--- src/rtl/prach_pkg.sv ---
// prach_pkg: shared constants and FSM state type for the PRACH FFT scheduler.
package prach_pkg;
    localparam int NUM_ANT = 8;
    localparam int NUM_CC = 3;
    localparam int NUM_REQ = NUM_ANT * NUM_CC;

    typedef enum logic [2:0] {IDLE, ARB, START, WAIT, DONE} state_t;

    function automatic int ptr_w(input int n);
        return n > 1 ? $clog2(n) : 1;
    endfunction
endpackage

--- src/rtl/prach_rr_arbiter.sv ---
// prach_rr_arbiter: combinational round-robin search, first set req bit
// strictly above ptr (mod NUM_REQ); found=0 when no bit is set.
module prach_rr_arbiter #(
    parameter int NUM_REQ = 24,
    parameter int PW = 5
) (
    input  logic [NUM_REQ-1:0] req,
    input  logic [PW-1:0]      ptr,
    output logic [PW-1:0]      winner,
    output logic               found
);
    logic [PW-1:0] idx;

    // Walk from lowest to highest priority so the nearest hit overwrites the rest.
    always_comb begin
        winner = '0;
        found = 1'b0;
        idx = '0;
        for (int i = NUM_REQ; i >= 1; i--) begin
            idx = PW'((int'(ptr) + i) % NUM_REQ);
            if (req[idx]) begin
                winner = idx;
                found = 1'b1;
            end
        end
    end
endmodule

--- src/rtl/prach_fft_sched.sv ---
// prach_fft_sched: round-robin scheduler handing captured PRACH buffers to one FFT.
// Define PRACH_FFT_SCHED_TIMEOUT_EN to enable the WAIT-state watchdog.
module prach_fft_sched #(
    parameter int NUM_REQ = prach_pkg::NUM_REQ,
    parameter int TIMEOUT = 4096
) (
    input  logic               clk,
    input  logic               rst_n,
    input  logic               sync_in,
    input  logic [NUM_REQ-1:0] req,
    output logic [NUM_REQ-1:0] req_ack,
    output logic               fft_start,
    output logic [7:0]         fft_chn,
    input  logic               fft_done,
    output logic               busy,
    output logic               err_timeout,
    output logic [7:0]         err_cnt
);
    import prach_pkg::*;

    localparam int PW = ptr_w(NUM_REQ);

    if (TIMEOUT < 1) begin : g_bad_timeout
        $error("TIMEOUT must be at least 1");
    end

    state_t state, nxt;
    logic [PW-1:0] ptr, winner, arb_win;
    logic [NUM_REQ-1:0] ack_mask;
    logic arb_found, mask_vld, timeout_hit;

    prach_rr_arbiter #(.NUM_REQ(NUM_REQ), .PW(PW)) u_arb (
        .req(req),
        .ptr(ptr),
        .winner(arb_win),
        .found(arb_found)
    );

`ifdef PRACH_FFT_SCHED_TIMEOUT_EN
    localparam int TW = $clog2(TIMEOUT + 1);
    logic [TW-1:0] wd;
    logic [7:0] cnt;

    // fft_done on the last allowed cycle still completes the job normally.
    assign timeout_hit = state == WAIT && !fft_done && !sync_in && wd == TW'(TIMEOUT - 1);
    assign err_timeout = timeout_hit;
    assign err_cnt = cnt;

    always_ff @(posedge clk or negedge rst_n) begin
        if (!rst_n) begin
            wd <= '0;
            cnt <= '0;
        end else begin
            wd <= state == WAIT && nxt == WAIT ? wd + 1'b1 : '0;
            cnt <= timeout_hit && cnt != 8'hFF ? cnt + 1'b1 : cnt;
        end
    end
`else
    assign timeout_hit = 1'b0;
    assign err_timeout = 1'b0;
    assign err_cnt = 8'd0;
`endif

    assign ack_mask = mask_vld ? NUM_REQ'(1) << winner : '0;
    assign busy = state != IDLE;
    assign fft_chn = 8'(winner);
    assign req_ack = state == DONE && !sync_in ? NUM_REQ'(1) << winner : '0;

    always_comb begin
        nxt = state;
        if (sync_in)
            nxt = IDLE;
        else
            case (state)
                IDLE:    nxt = |(req & ~ack_mask) ? ARB : IDLE;
                ARB:     nxt = arb_found ? START : IDLE;
                START:   nxt = WAIT;
                WAIT:    nxt = fft_done ? DONE : timeout_hit ? IDLE : WAIT;
                default: nxt = IDLE;
            endcase
    end

    always_ff @(posedge clk or negedge rst_n) begin
        if (!rst_n) begin
            state <= IDLE;
            ptr <= PW'(NUM_REQ - 1);
            winner <= '0;
            mask_vld <= 1'b0;
            fft_start <= 1'b0;
        end else begin
            state <= nxt;
            fft_start <= state == START && !sync_in;
            mask_vld <= state == DONE && !sync_in;
            if (sync_in)
                ptr <= PW'(NUM_REQ - 1);
            else if (state == DONE || timeout_hit)
                ptr <= winner;
            if (state == ARB && arb_found && !sync_in)
                winner <= arb_win;
        end
    end
endmodule

--- config.mk ---
export PLATFORM = sky130hd
export DESIGN_NAME = prach_fft_sched
export DESIGN_NICKNAME = d
export VERILOG_FILES = /design/src/rtl/prach_pkg.sv /design/src/rtl/prach_rr_arbiter.sv /design/src/rtl/prach_fft_sched.sv
export SDC_FILE = /design/constraint.sdc
export NUM_CORES = 1
export LEC_CHECK = 0
export ABC_AREA = 1
export CAP_MARGIN = 5
export CORE_MARGIN = 2
export CORE_UTILIZATION = 60
export CTS_CLUSTER_SIZE = 28
export DETAILED_ROUTE_END_ITERATION = 10
export GPL_ROUTABILITY_DRIVEN = 0
export PLACE_DENSITY = 0.84
export SLEW_MARGIN = 20
export SYNTH_ARGS = -nofsm -noshare
export SYNTH_HDL_FRONTEND = slang
export SYNTH_SLANG_ARGS = --single-unit
--- constraint.sdc ---
create_clock -name clk -period 6.2 [get_ports clk]
set_input_delay 0.93 -clock clk [delete_from_list [all_inputs] [get_ports clk]]
set_output_delay 0.93 -clock clk [all_outputs]
set_load 0.01 [all_outputs]
After elaboration in Yosys (flattened, before gate mapping)
Cells that the tools add are included.
{"block": "word_totals", "regBits": 15, "latchBits": 0, "mem_bits_rw": 0, "mem_bits_ro": 0, "inputBits": 28, "output_inout_bits": 43, "n_memories": 0}
{"block": "classes", "n_addsub": 24, "multipliers": 0, "div": 24, "order_cmp": 24, "eq_ne": 4, "shifts": 1, "muxes": 105, "bitwise_logic": 2, "reduce_logical": 9}
{"op": "$mod 32x6->32 const B", "count": 24}
{"op": "$lt 5x6->1 const B", "count": 24}
{"op": "$mux 5", "count": 26}
{"op": "$bmux 1 s5", "count": 24}
{"op": "$add 5x5->6 const B", "count": 9}
{"op": "$mux 1", "count": 49}
{"op": "$add 5x4->6 const B", "count": 8}
{"op": "$mux 24", "count": 2}
{"op": "$add 5x3->6 const B", "count": 4}
{"op": "$and 24x24->24", "count": 1}
{"op": "$not 24->24", "count": 1}
{"op": "$reduce_or 24->1", "count": 1}
{"op": "$shl 1x5->24 const A", "count": 1}
{"op": "$add 5x2->6 const B", "count": 2}
{"op": "$pmux 3 s4", "count": 1}
{"op": "$add 5x1->6 const B", "count": 1}
{"op": "$eq 3x2->1 const B", "count": 2}
{"op": "$mux 3", "count": 2}
{"op": "$logic_and 1x1->1", "count": 4}
{"op": "$eq 3x1->1 const B", "count": 1}
{"op": "$eq 3x3->1 const B", "count": 1}
{"op": "$logic_not 3->1", "count": 1}
{"op": "$reduce_bool 3->1", "count": 1}
{"op": "$mux 2", "count": 1}
{"op": "2 further kinds", "count": 2}

Logic depth before layout (Yosys ltp)
{"block": "depth", "depth_word": 31, "depth_mapped": 54}

Modules after synthesis
Synthesis repeated with hierarchy kept, for this count alone.
{"block": "hier_totals", "cells_unflattened": 1403, "hier_area_um2": 7218.2}
{"module": "prach_rr_arbiter", "instances": 1, "cells_each": 1186, "area_each_um2": 5881.9, "seq_area_each_um2": 0.0}
{"module": "prach_fft_sched", "instances": 1, "cells_each": 217, "area_each_um2": 1336.3, "seq_area_each_um2": 380.4}

Worst setup path before layout
No wires, ideal clock.
{"block": "synth_path", "path_kind": "register to register", "from": "reg ptr[2]", "to": "reg winner[3]", "setup_ns": 0.117, "arrival_ns": 4.294, "setup_slack_ns": 1.789, "stages_incl_launch_ff": 51, "n_path_buf": 2, "period_less_slack_ns": 4.411, "path_cell_list": "dfstp_2 -> buf_2 -> clkinv_1 -> ha_1 -> buf_4 -> inv_2 -> nand2_1 -> nand3_2 -> inv_2 -> nor2_1 -> ha_1 -> inv_1 -> a31oi_1 -> nor2_1 -> nand3_1 -> nand2_1 -> nand2_1 -> nand3_2 -> (+15 left out) -> nand2_1 -> nand2_1 -> nand2_1 -> nand2_1 -> nand2_1 -> nand2_1 -> nand2_1 -> nand2_1 -> nand2_1 -> nand2_1 -> nand2_1 -> nand2_1 -> nand2_1 -> nand2_1 -> nand2_1 -> nand2_1 -> nand2_1 -> nand2_1"}
{"block": "synth_between", "elab_chain_len": 30}
{"element": "start, declared", "line_no": "prach_fft_sched.sv:28", "source": "logic [PW-1:0] ptr, winner, arb_win;"}
{"element": "start signal, assigned", "line_no": "prach_fft_sched.sv:86", "source": "ptr <= PW'(NUM_REQ - 1);"}
{"element": "start signal, assigned", "line_no": "prach_fft_sched.sv:95", "source": "ptr <= PW'(NUM_REQ - 1);"}
{"element": "start signal, assigned", "line_no": "prach_fft_sched.sv:97", "source": "ptr <= winner;"}
{"element": "$add 5x5->6", "line_no": "prach_rr_arbiter.sv:20", "source": "idx = PW'((int'(ptr) + i) % NUM_REQ);"}
{"element": "$mod 32x6->32", "line_no": "prach_rr_arbiter.sv:20"}
{"element": "$bmux 1 s5", "line_no": "prach_rr_arbiter.sv:21", "source": "if (req[idx]) begin"}
{"element": "$mux 1 (not written as such)", "line_no": "prach_rr_arbiter.sv:21"}
{"element": "$mux 1 (24 in series)", "line_no": "prach_rr_arbiter.sv:21"}
{"element": "$logic_and 1x1->1 (2 in series)", "line_no": "prach_fft_sched.sv:98", "source": "if (state == ARB && arb_found && !sync_in)"}
{"element": "end signal, assigned", "line_no": "prach_fft_sched.sv:99", "source": "winner <= arb_win;"}
{"element": "end, declared", "line_no": "prach_fft_sched.sv:28"}
Several ways; a longest one is shown, not always the timed one. The select of a mux whose other input is x is not followed.
A chain may end at the register's enable or synchronous reset.

Worst setup path after layout
{"block": "layout_path", "from": "reg ptr[4]", "to": "reg winner[4]"}
The elaborated chain is that of the path after synthesis.

==> reports/results.tsv <==
stage	metric	value	unit
sta	fmax	197	MHz
yosys	cell_accounting_for_the_most_synthesized_area	sky130_fd_sc_hd__nand2_1	
floorplanning	core	11300	µm²
sta	final_max_slew_viol_count	0	
yosys	synth_ff_type	sky130_fd_sc_hd__dfrtp_1	
floorplanning	floorplan.die_area	12400	µm²
yosys	synth_edf_count	0	
yosys	synth_async_sr_flop_share	1.00	
sta	setup_viol	0	
global_route	grt_pass1_vias	7520	
sta	totalNegativeSetupSlack	0	ps
cells_and_area	final_layout_size_suffix_gt1_frac	0.0753	
clock_network	cts_made_buffers	3	
cells_and_area	stdcell_area	7620	µm²
setup_path	critPathArrivalTime	5270	ps
flow_run	cap_violations	0	
sta	slew-limit-headroom	0.471	
sta	report.final.hold_viol_count	0	
clock_network	cts_htree_levels	1	
sta	finalHoldWorstSlack	494	ps
global_route	grt_max_degree	44	
sta	layout_min_cycle_time	5080	ps
yosys	ys_top_cells_by_area	sky130_fd_sc_hd__nand2_1, sky130_fd_sc_hd__ha_1, sky130_fd_sc_hd__inv_1	
yosys	ys_seq_elements	15	
route	post-route-drc-count	0	
floorplanning	fp-row-count	39	
pwr	ir_worst_vdd	0.218	mV
sta	postLayoutSetupSlackWorst	1120	ps
placed_design	dpl_worst_slack	1200	ps
placed_design	place.detailed.instances	1494	
cells_and_area	layout.nets	1432	
yosys	synth_fa_ha_area_frac	0.0868	
yosys	synth_compound_gate_area_share	0.269	
worst_hold_path	hp-class	flop to flop	
worst_hold_path	whs_path_depth	1	
pwr	report.power.total	0.912	mW
cells_and_area	antenna-diode-count	0	
clock_network	cts_setup_buffers	0	
yosys	dominant_combinational_cell_family_by_area_after_synthesis	simple AND/OR/NAND/NOR gates	
yosys	simple_gate_portion_of_the_synthesized_area	0.416	
placed_design	dp_hpwl	17700	µm
route	drt_iter0_drc	915	
setup_path	timing.critical_path.from_type	flop	
setup_path	timing.reg2reg.worst_path_depth	36	
clock_network	clk_path_buf_depth	2	
setup_path	setup.worst_path.end_class	flop	
setup_path	worst_r2r_endpoint	winner[4]$_DFFE_PN0P_	
yosys	muxShareOfSynthArea	0.00597	
global_route	antenna_found_initial	0	
cells_and_area	final_core_util	0.674	
yosys	yosys.area_share.xor_xnor	0.0237	
setup_path	launching_instance_or_port_of_the_critical_path	ptr[4]$_DFFE_PN1P_	
placed_design	placed_cell_area	7550	µm²
route	route.antenna.remaining_nets	0	
run_status	status	finished, final reports clean	
yosys	mappedNetlistArea	6920	µm²
sta	finalClockSkew	3.38	ps
clock_network	tritoncts_clock_tree	yes	
yosys	synth_common_cells	sky130_fd_sc_hd__nand2_1, sky130_fd_sc_hd__inv_1, sky130_fd_sc_hd__nor2_1	
setup_path	reg2reg_from	ptr[4]$_DFFE_PN1P_	
yosys	syn_avg_cell_area	5.27	µm²
setup_path	critical-path-max-stage-delay	840	ps
floorplanning	initial_standard_cell_utilization_of_the_core	0.611	
setup_path	critPathKind	flop to flop	
route	detailedRoute.firstPassIterationCount	6	
route	routed_wire_length_per_instance	14.8	µm
setup_path	critical-path-slowest-cell	sky130_fd_sc_hd__dfstp_2	
sta	worst_pin_slew	788	ps
global_route	first_pass_grt_wire_length	35800	µm
route	detail_route.wirelength	22100	µm
cells_and_area	filler_cell_count	1078	
route	via_count	8655	
yosys	synth_top_area_frac	0.221	
route	routed_via_density	5.78	
clock_network	cts.hold.buffers_added	0	
pwr	power.leakage	3.85	nW
worst_hold_path	whs_endpoint	fft_start$_DFF_PN0_	
clock_network	clock_tree.root_cell	sky130_fd_sc_hd__clkbuf_16	
pwr	power.density_cell_area	120	nW/µm²
yosys	synth-seq-area-share	0.0550	
floorplanning	i_o_pin_total	71	
sta	rsz0062_at_grt	false	
setup_path	max_fanout_on_critical_path	22	
setup_path	r2r_setup_slack	1120	ps
yosys	syn-instance-count	1314	
clock_network	numClockSinks	15	
clock_network	cts.repair.resized	0	
floorplanning	die_h	111	µm
yosys	synth.most_common_cell	sky130_fd_sc_hd__nand2_1	
yosys	yosys.cell_types.count	67	
clock_network	clock_pin_slew_reported_for_the_worst_setup_and_hold_paths_after_clock_tree_synthesis	50	ps
global_route	combined_global_route_utilization_of_all_metal_layers	0.345	
placed_design	port_buffers	58	
floorplanning	die_width	111	µm
sta	final_min_period_over_clock_period	0.820	
worst_hold_path	min_from	state[0]$_DFF_PN0_	
setup_path	cp_data_required_time	6390	ps
global_route	globalRoute.totalOverflow	0	
cells_and_area	area.growth.synth_to_final	10.2	%
clock_network	worst_skew_pair_latency	250	ps
cells_and_area	final_cell_count_no_fill	1498	
setup_path	crit_path_frequent_cell	sky130_fd_sc_hd__nand2_1	
yosys	number_of_warnings_issued_by_yosys	0	
flip-flops by register name, summed over array words and instances (netlist names):
register and flops:
ptr 5, state 3, winner 5, fft_start 1
mask_vld 1
per-layer routing:
metal,global-route usage,vias up,share of wire
met5,0,-,0
met4,0.177,0,0.058
met3,0.0425,106,0.10
met2,0.572,478,0.44
met1,0.441,3714,0.40
li1,-,4357,-
layout make-up:
| class | instances | area [µm²] | area share |
|---|---|---|---|
| sequential | 15 | 380 | 0.0499 |
| timing repair buffer | 69 | 663 | 0.0870 |
| tap | 143 | 179 | 0.0235 |
| inverter | 190 | 732 | 0.0960 |
| multi-input combinational | 1077 | 5590 | 0.733 |
| clock buffer | 4 | 78.8 | 0.0103 |
critical path: cells and delay by family, from the launching register on:
family	cells	cell delay [ps]
flip-flops	1	840
AND/OR/NAND/NOR	27	1850
buffers and inverters	2	530
adder cells (fa/ha/maj)	2	670
AO/OA/AOI/OAI	5	1130
worst max path at each step:
stage,endpoint,slack (ps)
6_report,winner[4]$_DFFE_PN0P_,1120
4_1_cts,winner[4]$_DFFE_PN0P_,1180
3_5_place_dp,winner[4]$_DFFE_PN0P_,1200
2_1_floorplan,winner[3]$_DFFE_PN0P_,1790
5_1_grt,winner[3]$_DFFE_PN0P_,630
3_3_place_gp,winner[4]$_DFFE_PN0P_,1280
cells by family after synthesis:
group	after synthesis
AOI/OAI and AO/OA	323
xor gates and xnor gates	17
adders and majority gates	48
buffers and inverters	233
DFF	15
muxes	4
other	1
and+or+nand+nor	673
cells in the final DEF (no fill, tap or decap), types with 11 or more instances in the layout:
| cell | Yosys | layout |
|---|---|---|
| sky130_fd_sc_hd__o21a_1 | 12 | 12 |
| sky130_fd_sc_hd__ha_1 | 48 | 48 |
| sky130_fd_sc_hd__nand2_2 | 11 | 11 |
| sky130_fd_sc_hd__conb_1 | 1 | 12 |
| sky130_fd_sc_hd__buf_4 | 20 | 11 |
| sky130_fd_sc_hd__nor2_1 | 117 | 117 |
| sky130_fd_sc_hd__o21ai_1 | 30 | 30 |
| sky130_fd_sc_hd__nand3_1 | 64 | 64 |
| sky130_fd_sc_hd__clkdlybuf4s50_1 | 0 | 58 |
| sky130_fd_sc_hd__nor3_1 | 12 | 12 |
| sky130_fd_sc_hd__dfrtp_1 | 11 | 11 |
| sky130_fd_sc_hd__inv_1 | 152 | 152 |
| sky130_fd_sc_hd__xor2_1 | 14 | 14 |
| sky130_fd_sc_hd__o21ai_0 | 111 | 111 |
| sky130_fd_sc_hd__nand3b_1 | 13 | 13 |
| sky130_fd_sc_hd__nand2_1 | 407 | 407 |
| sky130_fd_sc_hd__inv_2 | 28 | 28 |
| sky130_fd_sc_hd__a21oi_1 | 102 | 102 |
power breakdown:
group	total, mW	internal [mW]	switching, mW
clock	0.126	0.0870	0.0387
combinational	0.636	0.210	0.427
sequential	0.150	0.116	0.0338
Power figures use the tool's default switching activity.
